$ cat config.mk
export PLATFORM = sky130hd
export DESIGN_NAME = clocks_6502
export DESIGN_NICKNAME = d
export VERILOG_FILES = /design/src/rtl/clocks_6502_pkg.sv /design/src/rtl/clocks_6502_clk_divider.sv /design/src/rtl/clocks_6502.sv
export SDC_FILE = /design/constraint.sdc
export NUM_CORES = 1
export LEC_CHECK = 0
export ABC_AREA = 1
export BUFFER_PORTS_ARGS = -buffer_cell sky130_fd_sc_hd__buf_2
export CORE_MARGIN = 2
export CORE_UTILIZATION = 54
export DETAILED_ROUTE_END_ITERATION = 12
export GPL_TIMING_DRIVEN = 0
export HOLD_SLACK_MARGIN = 0.02
export PLACE_DENSITY = 0.8
export SLEW_MARGIN = 20
export SYNTH_ARGS = -nofsm -noshare
export SYNTH_HDL_FRONTEND = slang
export SYNTH_HIERARCHICAL = 1
export SYNTH_SLANG_ARGS = --single-unit
$ cat constraint.sdc
create_clock -name eclk -period 1.7 [get_ports eclk]
set_clock_uncertainty 0.1 [all_clocks]
set_input_delay 0.51 -clock eclk [delete_from_list [all_inputs] [get_ports eclk]]
set_output_delay 0.51 -clock eclk [all_outputs]
set_load 0.1 [all_outputs]
$ cat src/rtl/clocks_6502_pkg.sv
// Shared constants for the 6502 clock/reset generator.
// Counter widths are sized from the legal parameter ranges.
package clocks_6502_pkg;

    localparam int CLK_DIV_DEFAULT      = 4;
    localparam int RESET_CYCLES_DEFAULT = 8;

    localparam int CLK_DIV_MAX      = 255;
    localparam int RESET_CYCLES_MAX = 65535;

    localparam int HC_W          = $clog2(CLK_DIV_MAX + 1);
    localparam int FC_W          = $clog2(RESET_CYCLES_MAX + 1);
    localparam int CYCLE_COUNT_W = 32;

endpackage

$ cat src/rtl/clocks_6502_clk_divider.sv
// Divides eclk by 2*DIV into a registered 50% clk. The rise/fall strobes are
// high for the single eclk cycle whose next rising edge toggles clk.
module clk_divider
    import clocks_6502_pkg::*;
#(
    parameter int DIV = CLK_DIV_DEFAULT
) (
    input  logic eclk,
    input  logic ereset,
    output logic clk,
    output logic rise,
    output logic fall
);

    localparam logic [HC_W-1:0] HC_LAST = HC_W'(DIV - 1);

    logic [HC_W-1:0] hc;
    logic            wrap;

    assign wrap = (hc == HC_LAST);
    assign rise = wrap & ~clk;
    assign fall = wrap & clk;

    // clk comes straight from a flop, so the output cannot glitch.
    always_ff @(posedge eclk or posedge ereset) begin
        if (ereset) begin
            hc  <= '0;
            clk <= 1'b0;
        end else if (wrap) begin
            hc  <= '0;
            clk <= ~clk;
        end else begin
            hc  <= hc + 1'b1;
        end
    end

endmodule

$ cat src/rtl/clocks_6502.sv
// 6502 clock and reset generator: divided CPU clock plus a registered
// active-low reset released after RESET_CYCLES clk periods.
// Optional cycle counter: define CLOCKS_6502_CYCLE_COUNT_EN.
module clocks_6502
    import clocks_6502_pkg::*;
#(
    parameter int CLK_DIV      = CLK_DIV_DEFAULT,
    parameter int RESET_CYCLES = RESET_CYCLES_DEFAULT
) (
    input  logic eclk,
    input  logic ereset,
    output logic _reset,
    output logic clk
);

    localparam logic [FC_W-1:0] FC_LAST = FC_W'(RESET_CYCLES - 1);

    logic            rise;
    logic            fall;
    logic [FC_W-1:0] fc;

    clk_divider #(
        .DIV(CLK_DIV)
    ) u_div (
        .eclk  (eclk),
        .ereset(ereset),
        .clk   (clk),
        .rise  (rise),
        .fall  (fall)
    );

    // Releasing on a falling edge gives the CPU a full low phase of stable
    // _reset before it samples on the next rising edge.
    always_ff @(posedge eclk or posedge ereset) begin
        if (ereset) begin
            fc     <= '0;
            _reset <= 1'b0;
        end else if (fall && !_reset) begin
            fc <= fc + 1'b1;
            if (fc == FC_LAST) begin
                _reset <= 1'b1;
            end
        end
    end

`ifdef CLOCKS_6502_CYCLE_COUNT_EN
    logic [CYCLE_COUNT_W-1:0] cycle_count;

    always_ff @(posedge eclk or posedge ereset) begin
        if (ereset) begin
            cycle_count <= '0;
        end else if (rise && _reset) begin
            cycle_count <= cycle_count + 1'b1;
        end
    end
`endif

    strobes_exclusive: assert property (@(posedge eclk) disable iff (ereset) !(rise && fall));

endmodule

Yosys cells after proc, flatten, opt, wreduce, memory -nomap -nowiden. Cells that the tools add are included.

Bits in registers: 26. Bits of input ports: 2. Output and inout port bits: 2. Logic and storage cells: 14.

$add $sub $neg: 2. Equal/unequal tests: 2. Muxes and demuxes: 1. Bitwise gates (word level): 2. Reduce and logical (&&, ||, !) cells: 3.

Operators with widths (number): $add 16x1->16 const B (1); $eq 16x3->1 const B (1); $add 8x1->8 const B (1); $eq 8x2->1 const B (1); $mux 8 (1); $reduce_and 2->1 (1); $and 1x1->1 (1); $logic_and 1x1->1 (1); $logic_not 1->1 (1); $not 1->1 (1).

Longest topological paths before layout.
Word-level depth: 4. Depth in mapped cells: 12. Gate-level depth less buffers: 12.

Modules after synthesis. The synthesis kept the hierarchy.

By module, submodules not included: clocks_6502 (times used 1, cells each 119, area an instance 927.1 um^2, sequential area each 425.4 um^2); clk_divider (times used 1, cells each 61, area an instance 450.4 um^2, sequential area each 225.2 um^2).

Worst setup path after synthesis. Ideal clock, no wire load.

Path type: register to register. Start point: reg u_div.clk. End point: reg fc[13]. Library setup time: 0.117 ns. Arrival: 1.814 ns. Required time: 1.483 ns. Setup slack: -0.331 ns. Cell stages (with the launch flop): 10. Buffers on the path: 0. Period minus slack after synthesis: 2.031 ns. Path through: dfrtp_1 > inv_1 > nor2_1 > nand2_2 > nor2_2 > nand2_1 > nor2_2 > nand3_1 > nand2_1 > nand2_1.

Cells in the longest elaborated chain, start to end: 2.

Ends and longest elaborated chain: start, declared (line clocks_6502_clk_divider.sv:10) `output logic clk,`; start signal, assigned (line clocks_6502_clk_divider.sv:31) `clk <= ~clk;`; $and 1x1->1 (line clocks_6502_clk_divider.sv:22) `assign fall = wrap & clk;`; via fall (line clocks_6502.sv:19) `logic fall;`; $logic_and 1x1->1 (line clocks_6502.sv:38) `end else if (fall && !_reset) begin`; end signal, assigned (line clocks_6502.sv:39) `fc <= fc + 1'b1;`; end, declared (line clocks_6502.sv:20) `logic [FC_W-1:0] fc;`.

The timed path passes the listed nets, and every way through them passes these cells. A chain may end at the register's enable or synchronous reset.

Final worst setup path.
Start point: reg u_div.hc[2]. End point: reg fc[15].

Cells in the longest elaborated chain, start to end: 3.

Ends and longest elaborated chain: start, declared (line clocks_6502_clk_divider.sv:17) `logic [HC_W-1:0] hc;`; start signal, assigned (line clocks_6502_clk_divider.sv:33) `hc <= hc + 1'b1;`; $eq 8x2->1 (line clocks_6502_clk_divider.sv:20) `assign wrap = (hc == HC_LAST);`; $and 1x1->1 (line clocks_6502_clk_divider.sv:22); via fall (line clocks_6502.sv:19); $logic_and 1x1->1 (line clocks_6502.sv:38).

The timed path passes the listed nets, and every way through them passes these cells.

==> out/summary.txt <==
FF-to-FF path depth = 10
overflow left after global routing = 0
DR DRC count = 0
first-pass GRT wire length = 4460 um
RSZ-0062 raised after global routing = yes
dpl ws = -0.387 ns
Slew Limit Fails = 0
clk sinks = 26
vias per cell = 5.10
multi-input logic area = 689 um^2
headroom to the max-slew limit = 56.2%
crit end category = register
Leakage Power = 0.855 nW
RePlAce Congestion = 0.850
Worst Path Required = 1.84 ns
worst reg2reg startpoint = u_div/hc[2]
Power Dens Cells = 576 nW/um^2
Syn. warnings = 6
I/O pin cnt = 4
CTS tree = done
Buffers on Ports = 3
clock tree root buffer cell = clkbuf_4
critical path peak fanout = 6
r2r endpoint = fc[15]
arrival time at the worst endpoint = 1.83 ns
via count = 1152
Avg WL per Cell = 12.6 um
initial DRC count = 64
Peak VDD IR = 0.452 mV
Post-Place Cells = 212
Initial Util = 56.0%
DRT Wirelength = 2840 um
initial antenna violation count = 0
TritonRoute pass-1 iters = 4
Storage cell area = 653 um^2
Die Ht = 54.4 um
ANT nets after route = 0
filler cell count = 193
Post-Synthesis Cells = 179
Mapped Nets = 183
clock transition at the registers of the reported paths = 0.14 ns
final worst slack = 0.00104 ns
Syn Area/Cell = 7.67 um^2
Area Overhead vs Synth = 19.2%
fmax = 589 MHz
CTS Buf Count = 3
final setup vio count = 0
fin cells = 226
largest net degree at the start of global routing = 18
share of layout cells above drive strength 1 = 20.9%
H-tree levels = 1
critical path startpoint category = register
all-layer global routing usage = 21.2%
total core area = 2450 um^2
actual slew at the worst max-slew pin = 0.656 ns
worst skew pair latency = 0.32 ns
Tcrit/Tclk final = 99.9%
die area = 2960 um^2
max cap viols = 0
n_diodes = 0
Final Cell Area = 1640 um^2
row count = 18
DP Area = 1430 um^2
flop-to-flop setup slack = 0.001 ns
chip width = 54.4 um
Setup crit start = u_div/hc[2]
hold buffer count at CTS = 0
detailed placer's ending HPWL = 1900 um
Min-Delay Path Class = in2async
run status = finished clean
final hold viol count = 0
Power Total = 944 uW
maximum root-to-sink buffer count = 2
vias in the first global route = 1010
min cycle time layout = 1.70 ns
WHS = 0.0352 ns
critical path class = reg2reg
synthesized area = 1370 um^2
critical path capture point = fc[15]
final net count = 201
-- area by class of cell --
class	count	share of cell area, %
multi-input cells	121	42.1
flip-flops and latches	26	39.9
inverters	32	7.49
repair buffers	13	6.04
well taps	30	2.29
clock buffers	4	2.22
-- repair_timing --
item                                    in CTS  in global routing
buffers inserted                             6                  4
endpoints found under the hold margin        0                  0
gates resized for setup                     15                  8
endpoints found under the setup margin      17                  9
pin swaps                                    7                  8
-- placed cells by master (no fill, tap or decap), drive strengths merged --
master / count
inv: 32
dfrtp: 26
nand3: 9
xnor2: 5
nor2: 28
ha: 2
o21ai: 1
clkbuf: 4
nand2: 56
nand4: 7
xor2: 8
nor3: 5
buf: 13
-- metrics by stage --
stage                     TNS, ns  util [%]
final                           0      66.7
after global routing       -0.715      66.7
after CTS                 -0.0579      64.0
after detailed placement    -2.34      58.4
after global placement      -1.87      58.4
after floorplan            -0.141         -
-- critical path, cell delays in order, from the launching register on --
cell and delay (ns):
dfrtp_1 0.48, nor3_2 0.24, nand2_2 0.10, nor2_4 0.12
nand2_4 0.09, nor2_4 0.11, nand2_2 0.09, nor2_4 0.12
nand2_1 0.06, nand2_1 0.05, nand2_1 0.05
-- layer usage --
| layer | part of all wire, % | track usage, % |
|---|---|---|
| met1 | 48 | 29.2 |
| met2 | 47 | 33.7 |
| met3 | 2.9 | 2.46 |
| met4 | 1.5 | 8.75 |
| met5 | 0 | 0 |
-- report_power, final --
| group | total, mW | switching, mW | leakage, nW | internal, mW |
|---|---|---|---|---|
| clock | 0.312 | 0.181 | 0.0210 | 0.131 |
| combinational | 0.0137 | 0.0125 | 0.489 | 0.00114 |
| sequential | 0.618 | 0 | 0.346 | 0.618 |
| total | 0.944 | 0.193 | 0.855 | 0.751 |
-- flip-flops by register name (all words and copies together) (netlist names) --
name	count
u_div/clk	1
u_div/hc	8
fc	16
_reset	1
-- how the worst min path moves through the flow --
stage | startpoint | depth (start not counted) | endpoint
after floorplan | ereset | 1 | u_div/hc[0]
after global placement | fc[15] | 2 | fc[15]
after detailed placement | fc[15] | 2 | fc[15]
after CTS | ereset | 2 | u_div/hc[2]
after global routing | ereset | 2 | u_div/hc[2]
final | ereset | 2 | u_div/hc[2]
Note: power is estimated with default switching activity, not from simulation.
